## config.mk

```make
export PLATFORM = sky130hd
export DESIGN_NAME = game_flow_controller
export DESIGN_NICKNAME = d
export VERILOG_FILES = /design/src/rtl/game_flow_controller.sv
export SDC_FILE = /design/constraint.sdc
export NUM_CORES = 1
export LEC_CHECK = 0
export BUFFER_PORTS_ARGS = -buffer_cell sky130_fd_sc_hd__buf_2
export CAP_MARGIN = 20
export CORE_MARGIN = 3
export CORE_UTILIZATION = 53
export DETAILED_ROUTE_END_ITERATION = 8
export GPL_TIMING_DRIVEN = 0
export PLACE_DENSITY = 0.82
export RECOVER_POWER = 25
export SLEW_MARGIN = 20
export SYNTH_ARGS = -nofsm -noshare
export SYNTH_HDL_FRONTEND = slang
export SYNTH_SLANG_ARGS = --single-unit
```

## constraint.sdc

```tcl
create_clock -name ClkPort -period 4.8 [get_ports ClkPort]
set_input_delay 0.48 -clock ClkPort [delete_from_list [all_inputs] [get_ports ClkPort]]
set_output_delay 0.48 -clock ClkPort [all_outputs]
set_load 0.01 [all_outputs]
```

## src/rtl/game_flow_controller.sv

```systemverilog
// Doodle Jump game sequencer: button debounce, IDLE/PLAY/PAUSE/OVER control,
// vSync-locked movement ticks and a saturating 4-digit BCD score.
module game_flow_controller #(
    parameter logic [19:0] DB_MAX   = 20'd1_000_000,
    parameter int unsigned TICK_DIV = 2
) (
    input  logic        ClkPort,
    input  logic        Reset,
    input  logic        vSync,
    input  logic        btn_start,
    input  logic        btn_pause,
    input  logic        fell,
    input  logic        score_inc,
    output logic        move_en,
    output logic        char_rst,
    output logic [1:0]  state,
    output logic [15:0] score_bcd
);

    typedef enum logic [1:0] {
        IDLE  = 2'b00,
        PLAY  = 2'b01,
        PAUSE = 2'b10,
        OVER  = 2'b11
    } state_t;

    localparam logic [7:0] TICK_LAST = 8'(TICK_DIV - 1);

    state_t      cur_state, nxt_state;
    logic        vs_s1, vs_s2, vs_s3, frame_start;
    logic [1:0]  btn_raw, btn_s1, btn_s2, db_level, armed, press;
    logic [1:0]  sync_warm;
    logic [19:0] db_cnt [2];
    logic [7:0]  frame_cnt;
    logic [15:0] bcd_plus1;
    logic        carry;

    assign btn_raw = {btn_pause, btn_start};
    assign state   = cur_state;

    always_ff @(posedge ClkPort) begin
        if (Reset) begin
            vs_s1       <= 1'b1;
            vs_s2       <= 1'b1;
            vs_s3       <= 1'b1;
            frame_start <= 1'b0;
        end else begin
            vs_s1       <= vSync;
            vs_s2       <= vs_s1;
            vs_s3       <= vs_s2;
            frame_start <= vs_s3 & ~vs_s2;
        end
    end

    // A button only arms once it has been seen released after reset, so a
    // press held through reset needs a release before it can count.
    always_ff @(posedge ClkPort) begin
        if (Reset) begin
            btn_s1    <= '0;
            btn_s2    <= '0;
            db_level  <= '0;
            armed     <= '0;
            press     <= '0;
            sync_warm <= '0;
            for (int unsigned i = 0; i < 2; i++) db_cnt[i] <= '0;
        end else begin
            btn_s1    <= btn_raw;
            btn_s2    <= btn_s1;
            sync_warm <= {sync_warm[0], 1'b1};
            for (int unsigned i = 0; i < 2; i++) begin
                press[i] <= 1'b0;
                if (btn_s2[i] == db_level[i]) begin
                    db_cnt[i] <= '0;
                end else if (db_cnt[i] == DB_MAX - 20'd1) begin
                    db_cnt[i]   <= '0;
                    db_level[i] <= ~db_level[i];
                    press[i]    <= ~db_level[i] & armed[i];
                end else begin
                    db_cnt[i] <= db_cnt[i] + 20'd1;
                end
                if (sync_warm[1] && !db_level[i] && !btn_s2[i]) armed[i] <= 1'b1;
            end
        end
    end

    always_ff @(posedge ClkPort) begin
        if (Reset) begin
            cur_state <= IDLE;
            char_rst  <= 1'b1;
        end else begin
            cur_state <= nxt_state;
            char_rst  <= (nxt_state == IDLE);
        end
    end

    always_comb begin
        nxt_state = cur_state;
        unique case (cur_state)
            IDLE:  if (press[0]) nxt_state = PLAY;
            PLAY: begin
                if (fell)          nxt_state = OVER;
                else if (press[1]) nxt_state = PAUSE;
            end
            PAUSE: if (press[1]) nxt_state = PLAY;
            OVER:  if (press[0]) nxt_state = IDLE;
            default: nxt_state = IDLE;
        endcase
    end

    always_comb begin
        bcd_plus1 = score_bcd;
        carry     = 1'b1;
        for (int unsigned d = 0; d < 4; d++) begin
            if (carry) begin
                if (score_bcd[4*d +: 4] == 4'd9) begin
                    bcd_plus1[4*d +: 4] = 4'd0;
                end else begin
                    bcd_plus1[4*d +: 4] = score_bcd[4*d +: 4] + 4'd1;
                    carry = 1'b0;
                end
            end
        end
    end

    always_ff @(posedge ClkPort) begin
        if (Reset) begin
            score_bcd <= '0;
            move_en   <= 1'b0;
            frame_cnt <= '0;
        end else begin
            move_en <= 1'b0;
            if (cur_state == IDLE && nxt_state == PLAY)
                score_bcd <= '0;
            else if (cur_state == PLAY && score_inc && score_bcd != 16'h9999)
                score_bcd <= bcd_plus1;

            case (cur_state)
                PLAY: begin
                    if (frame_start) begin
                        if (frame_cnt == TICK_LAST) begin
                            frame_cnt <= '0;
                            move_en   <= 1'b1;
                        end else begin
                            frame_cnt <= frame_cnt + 8'd1;
                        end
                    end
                end
                PAUSE:   frame_cnt <= frame_cnt;
                default: frame_cnt <= '0;
            endcase
        end
    end

endmodule

```

# Word-level counts from Yosys, hierarchy flattened

Memory sizes are Yosys's and may differ from the RTL's.
Cells that the tools add are included.

Bits in registers: 44
Bits in latches: 0
Memory bits (writable): 40
Memory bits (read-only): 0
Input port bits: 7
Output and inout port bits: 20
Logic and storage cells: 137
Memories kept: 1

Add/sub/neg operators: 7
Multipliers: 0
Divide/modulo/power cells: 0
$lt $le $gt $ge: 0
Equal/unequal tests: 15
Shift-type cells: 0
Mux-type cells: 50
Bitwise operators: 19
Reduce and logical (&&, ||, !) cells: 23

Memories:

| memory | depth | width | read ports | clocked after memory_dff | write ports | RTL line | source |
|---|---|---|---|---|---|---|---|
| db_cnt | 2     | 20    | 2          | 0                        | 2           | 33       | `logic [19:0] db_cnt [2];` |

Operator list:

| cell                                           | number |
|---|---|
| 2-to-1 mux 20 bit                              | 6 |
| adder 20 x 1 -> 20 bit (second input constant) | 2 |
| == test 20 bit (second input constant)         | 2 |
| 2-to-1 mux 1 bit                               | 31 |
| adder 4 x 1 -> 4 bit (second input constant)   | 4 |
| == test 4 bit (second input constant)          | 4 |
| 2-to-1 mux 4 bit                               | 4 |
| 2-to-1 mux 8 bit                               | 2 |
| != test 16 bit (second input constant)         | 1 |
| case mux 8 bit (2 select lines)                | 1 |
| AND reduction 2 bit                            | 6 |
| 2-to-1 mux 2 bit                               | 5 |
| inverter 1 bit                                 | 10 |
| OR reduction 3 bit                             | 3 |
| adder 8 x 1 -> 8 bit (second input constant)   | 1 |
| == test 8 x 1 -> 1 bit (second input constant) | 1 |
| case mux 2 bit (4 select lines)                | 1 |
| logical AND 1 bit                              | 7 |
| bitwise OR 1 bit                               | 6 |
| == test 2 x 1 -> 1 bit (second input constant) | 2 |
| == test 2 bit (second input constant)          | 2 |
| logical NOT 1 bit                              | 4 |
| logical NOT 2 bit                              | 2 |
| bitwise AND 1 bit                              | 3 |
| other kinds (3)                                | 4 |

# Logic depth before layout (Yosys ltp)

Gate-level depths: netlist of the first run.
An unclocked memory read counts as a cell.

Word-level depth: 8
Depth in mapped cells: 6
Mapped depth without buffers: 6

# Least setup slack after synthesis of the first run

No wires, ideal clock.

Path kind: flip-flop to flip-flop
From: memory db_cnt[0][11]
To: memory db_cnt[0][17], data pin
Library setup time: 264 ps
Data arrival time: 1869 ps
Setup slack: 2667 ps
Cell stages (with the launch flop): 6
Path buffers: 1
Clock period less this slack: 2133 ps
Path through: edfxtp_1 > or4b_1 > or4_4 > o211ai_2 > buf_4 > a21oi_1

RTL lines:

| element         | RTL line |
|---|---|
| start, declared | 33 |

==> key figures, run 1 <==
Cells and area
  • Layout cells sized above 1: 8.43%
  • Final instance area: roughly 4700 µm²
  • Nets: roughly 520
  • Biggest register: db_cnt
  • Commonest non-fill, non-tap cell in the layout: dfxtp_1
  • Most frequent cells in the layout: dfxtp_1 (44), nor2_1 (41), edfxtp_1 (40), conb_1 (40), a21oi_1 (36)
  • Max reg flops: 40
  • Biggest regs: db_cnt x40, score_bcd x16, frame_cnt x8
  • Util after Layout: 63.8%
  • Layout area overhead: 13.9%
  • # diodes: 0

Critical path
  • Cell breakdown of the critical path: or4b_1, or4_4, o211ai_2, buf_4, nor2_1
  • Startpoint Class: register
  • Crit path largest cell delay: 580 ps
  • Worst path top cell family by delay: simple AND/OR/NAND/NOR gates
  • Flop-to-flop setup slack: ~2500 ps
  • CP required: 4910 ps
  • R2R depth: 5
  • Crit path max-delay cell type: or4_4
  • Reg2reg end: db_cnt[0][2]
  • CP bufs+invs: 1
  • Critical path class: reg2reg
  • Worst-path maximum fanout: 10
  • Reg-to-reg startpoint: db_cnt[0][11]
  • Cell depth of the worst setup path: 5
  • CP arrival: 2400 ps
  • Worst setup startpoint: db_cnt[0][11]
  • CP endpoint: db_cnt[0][2]
  • CP Capture Type: register

Die
  • Initial core utilization: 56.0%
  • Total core area: 7450 µm²
  • Die W: 94.7 µm
  • Cell Rows: 31
  • IO Pins: 27
  • Die outline area: 8970 µm²
  • Chip height: 94.7 µm

Clocking
  • Sink Count: 84
  • Clock transition at the registers of the reported paths: about 80 ps
  • Clock latency on the worst-skew pair: 350 ps
  • Clock Tree Buf Depth: 2
  • # hold bufs at CTS: 0
  • CTS buffer count: 9
  • Setup Fix Bufs, Post-CTS: 0
  • CTS tree: built
  • Root buffer cell: clkbuf_8
  • H-tree Lvls: 3
  • CTS resizes: 0

Global route
  • Vias in the first global route: between 3000 and 4000
  • Largest net degree at the start of global routing: 15
  • Total GRT Usage: 19.8%
  • Initial antenna violation count: 0
  • GR Overflow Total: 0
  • First-pass GRT wire length: ~14000 µm

Routing
  • # DRC: 0
  • Routed WL: 8200 µm
  • Antenna Violating Nets Remaining: 0
  • 1st-iter DRT viols: between 200 and 250
  • Vias after detailed routing: 3379
  • 1st-pass router iterations: 5
  • Routed len/inst: 13.5 µm
  • DR vias/cell: 5.55

Logic synthesis
  • Synth Register Bits: 84
  • Sequential-to-total area share from yosys stat: 49.9%
  • Cells after Synth: 430
  • Syn_area_per_cell: 9.70 µm²
  • FFs w/ async S/R, synth: 0%
  • Synth cell types: 54
  • Warnings, synthesis: 0
  • Mapped Area: roughly 4200 µm²
  • Post-synth EDFFs: 40
  • Top FF cell, synth: dfxtp_1

Timing
  • Normalized max-slew margin: 54.5%
  • Slew Limit Fails: 0
  • Tcrit/Tclk final: 47.7%
  • Final setup viols: 0
  • Fmax: 0.437 GHz
  • Tmin final: approximately 2300 ps
  • Setup Skew: 13.5 ps
  • Worst Tran Pin Value: 682 ps
  • Fin. Hold Viols: 0
  • TNS Setup: 0 ps
  • RSZ-0062 raised after global routing: false

Power
  • Cell Pwr Density: approximately 280 nW/µm²
  • Max VDD drop: 0.207 mV
  • Clk network pwr share: 37.5%
  • Switching power: 294 µW
  • Part of the power in registers: about three fifths
  • P_int: 1040 µW
  • LEAKAGE: 0.00168 µW
  • Switching Share: 22.0%
  • Gate power share: 3.5%

Placement
  • Routability cong.: 0.880
  • Buffers on Ports: 25
  • Post-DP Area: 4570 µm²
  • Final HPWL DP: between 5000 and 6000 µm

Worst hold path
  • Hold Crit Class: in2reg

Run
  • Max-cap violations: 0

Outcome
  • Status: complete, no violations
## worst register-to-register path: stages, from the launching register on
cell and delay [ps]:
edfxtp_1 480, or4b_1 540, or4_4 580, o211ai_2 180, buf_4 200, nor2_1 70
## how the worst min path moves through the flow
stage | startpoint | slack [ps] | end | depth (start not counted)
2_1_floorplan | vs_s1 | 390 | vs_s2 | 1
3_3_place_gp | vs_s1 | 400 | vs_s2 | 1
3_5_place_dp | vs_s1 | 410 | vs_s2 | 1
4_1_cts | vSync | 310 | vs_s1 | 2
5_1_grt | vSync | 320 | vs_s1 | 2
6_report | vSync | 310 | vs_s1 | 2
## cell usage after synthesis (12+ instances only)
| cell | number | area share [%] |
|---|---|---|
| or4_1 | 13 | 2.3 |
| clkbuf_1 | 12 | 1.1 |
| a21oi_1 | 36 | 4.3 |
| nor2_1 | 41 | 3.7 |
| xor2_1 | 16 | 3.4 |
| nand2_1 | 25 | 2.3 |
| dfxtp_1 | 44 | 21 |
| o21ai_0 | 19 | 2.3 |
| inv_1 | 16 | 1.4 |
| nand3_1 | 22 | 2.6 |
| edfxtp_1 | 40 | 29 |
## kinds of logic (layout without fill, tap and decap cells)
kind of cell	count (synthesis)	count (layout)	share of synthesized area, %
flip-flops	84	84	49.9
AND/OR/NAND/NOR	193	193	26.5
other	1	40	0.0899
multiplexers	3	3	0.720
XOR/XNOR	26	26	5.46
adder cells (fa/ha/maj)	4	4	1.20
AO/OA/AOI/OAI	88	88	13.1
buffers and inverters	31	72	3.00
## layer usage
layer / wire length, µm / track usage [%] / vias up
met1: 3880 / 26.6 / 1617
met3: 178 / 2.95 / 10
li1: - / - / 1712
met2: 4020 / 32.6 / 40
met4: 127 / 7.21 / 0
met5: 0 / 0 / -
## metrics by stage
step / total power, µW / setup slack [ps] / cells / hold slack [ps]
final: 1330 / 2510 / 609 / 311
after global routing: 1380 / 2390 / 609 / 315
after CTS: 1340 / 2520 / 609 / 307
after detailed placement: 848 / 2530 / 593 / 405
after global placement: 845 / 2550 / 593 / 401
after floorplan: 832 / 2670 / 469 / 389
## power groups by stage
stage / clock network [µW] / registers (µW) / logic (µW)
floorplan: 0 / 797 / 35.2
global placement: 0 / 801 / 43.7
detailed placement: 0 / 803 / 45.0
CTS: 512 / 786 / 45.4
global route: 539 / 790 / 54.4
finish: 499 / 786 / 46.5
## area by class of cell
type | count | area (µm²)
multi-input cells | 354 | 2110
clock inverters | 3 | 16.3
flip-flops and latches | 84 | 2080
well taps | 99 | 124
inverters | 16 | 60.1
fillers | 658 | 2700
clock buffers | 13 | 183
plain buffers | 15 | 65.1
repair buffers | 25 | 110
Power figures use the tool's default switching activity.
==> run 2, diff against run 1 <==
PLACE_DENSITY = 0.85   (was 0.82)
clock period = 1.9 ns   (was 4.8 ns; I/O delays follow)
==> key figures, run 2 (synthesis results as in run 1) <==
Die
  • Initial core utilization: 56.0%
  • Die W: about 95 µm
  • Cell Rows: 31
  • IO Pins: 27
  • Total core area: 7450 µm²
  • Die outline area: roughly 9000 µm²
  • Chip height: approximately 95 µm

Clocking
  • CTS buffer count: 9
  • Sink Count: 84
  • Clock transition at the registers of the reported paths: 80 ps
  • CTS tree: built
  • Root buffer cell: clkbuf_8
  • H-tree Lvls: 3
  • Clock Tree Buf Depth: 2
  • Clock latency on the worst-skew pair: 360 ps

Critical path
  • CP Capture Type: register
  • Crit path largest cell delay: 570 ps
  • Worst setup startpoint: db_cnt[0][11]
  • Startpoint Class: register
  • CP required: 2010 ps
  • Critical path class: reg2reg
  • Worst-path maximum fanout: 5
  • CP arrival: between 2000 and 2500 ps
  • Reg-to-reg startpoint: db_cnt[0][11]
  • Crit path max-delay cell type: or4_4
  • Cell breakdown of the critical path: or4b_1, or4_4, o211ai_4, buf_6, nor2_1

Routing
  • # DRC: 0
  • Routed WL: 8800 µm
  • 1st-iter DRT viols: 140
  • Vias after detailed routing: 3539
  • Antenna Violating Nets Remaining: 0
  • 1st-pass router iterations: 5
  • Routed len/inst: 14.1 µm
  • DR vias/cell: about 5.7

Outcome
  • Status: complete, but fails checks
  • Failing checks: setup timing

Global route
  • Vias in the first global route: 3301
  • Largest net degree at the start of global routing: 16
  • Initial antenna violation count: 0
  • GR Overflow Total: 0
  • Total GRT Usage: 20.3%
  • First-pass GRT wire length: 14600 µm

Timing
  • Final setup viols: 22
  • Hold slack: 16.9 ps
  • Setup Skew: 11.6 ps
  • Worst Tran Pin Value: 504 ps
  • Normalized max-slew margin: 66.1%
  • RSZ-0062 raised after global routing: true
  • Tcrit/Tclk final: 119%
  • Post-route setup slack: -354 ps
  • Tmin final: around 2300 ps
  • Slew Limit Fails: 0
  • Fin. Hold Viols: 0
  • Fmax: 0.444 GHz

Placement
  • Buffers on Ports: 25
  • Routability cong.: 0.871
  • Post-DP Area: 4570 µm²
  • Final HPWL DP: 5880 µm

Power
  • Cell Pwr Density: 670 nW/µm²
  • Max VDD drop: 0.572 mV
  • LEAKAGE: 0.00183 µW

Worst hold path
  • Hold Startpoint: vSync
  • Hold Crit Class: in2reg

Cells and area
  • Most frequent cells in the layout: dfxtp_1 (42), edfxtp_1 (40), conb_1 (40)
  • Layout area overhead: 19.5%
  • FILL cells: 590
  • Footprint of the multi-input gates: 2200 µm²
  • Biggest regs: db_cnt x40, score_bcd x16, frame_cnt x8
  • Max reg flops: 40
  • Final instance area: 4980 µm²
  • Commonest non-fill, non-tap cell in the layout: dfxtp_1
  • # diodes: 0
  • Biggest register: db_cnt
  • Layout cells sized above 1: 17.2%
  • Nets: 529
  • Register area: 2080 µm²

Run
  • Max-cap violations: 0
-- run 2: critical path, delay by kind of cell, from the launching register on --
kind,cells,cell delay (ps)
buffers and inverters,1,180
and+or+nand+nor,3,1150
AOI/OAI and AO/OA,1,280
DFF,1,390
-- run 2: path summary, 6_finish.rpt --
check	end	slack, ps	cells after the start
worst max-delay path	db_cnt[0][3]	-350	5
worst min-delay path	vs_s1	20	2
worst max register to register	db_cnt[0][3]	-350	5
worst min register to register	frame_start	410	2
-- run 2: repair_timing --
item	4_1_cts	5_1_grt
gates cloned	1	1
buffers inserted	11	2
gates resized for setup	14	22
hold buffers	0	0
setup endpoints to repair	50	59
pin swaps	6	0
-- run 2: power breakdown --
part / internal (µW) / leakage (µW) / switching, µW
Combinational: 59.4 / 0.000955 / 81.4
Sequential: 1940 / 0.000771 / 44.9
Clock: 561 / 0.000102 / 649
-- run 2: cell type report --
type / count / share of cell area [%]
Inverter: 16 / 1.21
Clock buffer: 10 / 2.99
Sequential cell: 84 / 41.8
Timing Repair Buffer: 40 / 4.87
Tap cell: 99 / 2.49
Buffer: 13 / 1.56
Multi-Input combinational cell: 354 / 44.2
Clock inverter: 6 / 0.829
-- run 2: per-stage QoR --
step           instances  setup TNS, ps  utilization [%]  setup slack (ps)  total power, µW
3_5_place_dp         593         -11380             61.4              -394             2140
6_report             622          -6890             66.9              -354             3340
4_1_cts              620          -6020             65.8              -298             3360
3_3_place_gp         593          -9620             61.4              -349             2130
2_1_floorplan        469          -4550                -              -231             2100
5_1_grt              622          -8610             66.9              -423             3470
-- run 2: metal layers --
metal | share of wire (%) | global-route usage (%)
met1 | 43 | 25.1
met2 | 51 | 34.5
met3 | 4.4 | 5.10
met4 | 1.8 | 6.61
met5 | 0 | 0
==> run 3, diff against run 2 <==
CORE_UTILIZATION = 54   (was 53)
PLACE_DENSITY = 0.83   (was 0.85)
==> key figures, run 3 (synthesis results as in run 1) <==
Cells and area
  • FILL cells: 576
  • Biggest register: db_cnt
  • Biggest regs: db_cnt x40, score_bcd x16, frame_cnt x8
  • Layout area overhead: 18.3%
  • Max reg flops: 40
  • Layout cells sized above 1: 14.4%
  • # diodes: 0
  • Nets: 528
  • Commonest non-fill, non-tap cell in the layout: dfxtp_1
  • Most frequent cells in the layout: dfxtp_1 (44), nor2_1 (41), edfxtp_1 (40), conb_1 (40), a21oi_1 (34)

Timing
  • Tcrit/Tclk final: 115%
  • Tmin final: 2180 ps
  • TNS Setup: -5510 ps
  • Fmax: around 0.46 GHz
  • Slew Limit Fails: 0
  • Final setup viols: 21
  • Worst Tran Pin Value: around 520 ps
  • Normalized max-slew margin: 65.1%
  • Setup Skew: 8.98 ps
  • Post-route setup slack: -277 ps
  • Fin. Hold Viols: 0
  • RSZ-0062 raised after global routing: true

Die
  • Die W: 93.9 µm
  • IO Pins: 27
  • Die outline area: around 8800 µm²
  • Cell Rows: 31
  • Initial core utilization: 56.6%
  • Total core area: ~7400 µm²
  • Chip height: 93.9 µm

Placement
  • Buffers on Ports: 25
  • Final HPWL DP: 6050 µm
  • Routability cong.: approximately 0.9

Critical path
  • Worst-path maximum fanout: 10
  • CP Capture Type: register
  • Critical path class: reg2reg
  • CP arrival: 2280 ps
  • Startpoint Class: register
  • CP required: 2000 ps

Power
  • Max VDD drop: 0.612 mV
  • LEAKAGE: 0.00179 µW
  • Cell Pwr Density: 665 nW/µm²
  • Tot Pwr: 3280 µW

Global route
  • GR Overflow Total: 0
  • First-pass GRT wire length: 14500 µm
  • Total GRT Usage: 20.6%
  • Initial antenna violation count: 0
  • Largest net degree at the start of global routing: 16
  • Vias in the first global route: 3321

Clocking
  • Clock Tree Buf Depth: 2
  • CTS buffer count: 9
  • Clock latency on the worst-skew pair: 350 ps
  • Clock transition at the registers of the reported paths: 90 ps
  • Sink Count: 84
  • CTS tree: built
  • H-tree Lvls: 3
  • Root buffer cell: clkbuf_8

Routing
  • Routed WL: 8740 µm
  • Routed len/inst: 14.1 µm
  • 1st-pass router iterations: 4
  • Antenna Violating Nets Remaining: 0
  • DR vias/cell: about 5.7
  • Vias after detailed routing: 3513
  • 1st-iter DRT viols: approximately 150
  • # DRC: 0

Worst hold path
  • Hold Crit Class: in2reg

Run
  • Max-cap violations: 0

Outcome
  • Failing checks: setup timing
  • Status: complete, but fails checks
[run 3: cell types whose count changed in the layout (fill, tap and decap cells not counted), moves of 3 or more]
cell / before / now
a21oi_1: 30 / 34
a21oi_2: 5 / 1
clkbuf_1: 8 / 14
buf_2: 23 / 20
nor2_1: 38 / 41
nor2_2: 3 / 0
[run 3: final timing paths]
kind / startpoint / to / slack (ps) / depth (start not counted)
worst min register to register: vs_s1 / vs_s2 / 410 / 1
worst max register to register: db_cnt[0][7] / db_cnt[0][0] / -280 / 5
worst min-delay path: vSync / vs_s1 / 10 / 2
worst max-delay path: db_cnt[0][7] / db_cnt[0][0] / -280 / 5
[run 3: final cells by class]
class,count,area (µm²),share of cell area (%)
Timing Repair Buffer,39,224,4.54
Buffer,13,75.1,1.52
Clock inverter,6,47.5,0.963
Tap cell,99,124,2.51
Inverter,16,60.1,1.22
Multi-Input combinational cell,354,2190,44.5
Clock buffer,10,128,2.59
Sequential cell,84,2080,42.2
[run 3: metal layers]
layer | up-vias | track usage (%) | share of wire [%]
li1 | 1740 | - | -
met4 | 0 | 8.30 | 1.8
met2 | 60 | 35.1 | 51
met1 | 1697 | 25.0 | 43
met5 | - | 0 | 0
met3 | 16 | 4.65 | 3.4
[run 3: timing repair]
item,CTS,global route
setup buffers,9,5
setup endpoints to repair,47,53
hold buffers,0,0
resized for setup,10,12
pin swaps,4,1
[run 3: metrics by stage]
step	hold slack (ps)	instance area, µm²	instances	worst slack [ps]	util, %
floorplan	294	4320	469	-231	-
global placement	378	4570	593	-350	62.1
detailed placement	378	4570	593	-416	62.1
CTS	2.42	4850	617	-295	65.8
global route	1.25	4930	621	-373	67.0
finish	12.1	4930	621	-277	67.0
[run 3: critical path, cell delays in order (launching register included)]
cell and delay (ps):
edfxtp_1 420, or4b_4 520, or4_4 560, o211ai_4 200, buf_6 170, nor2_1 60
[run 3: power breakdown]
group          switching [µW]  total, µW  leakage, µW  internal [µW]
logic                    77.2        135     0.000932           57.6
clock network             669       1160    0.0000929            492
registers                46.9       1990     0.000770           1940
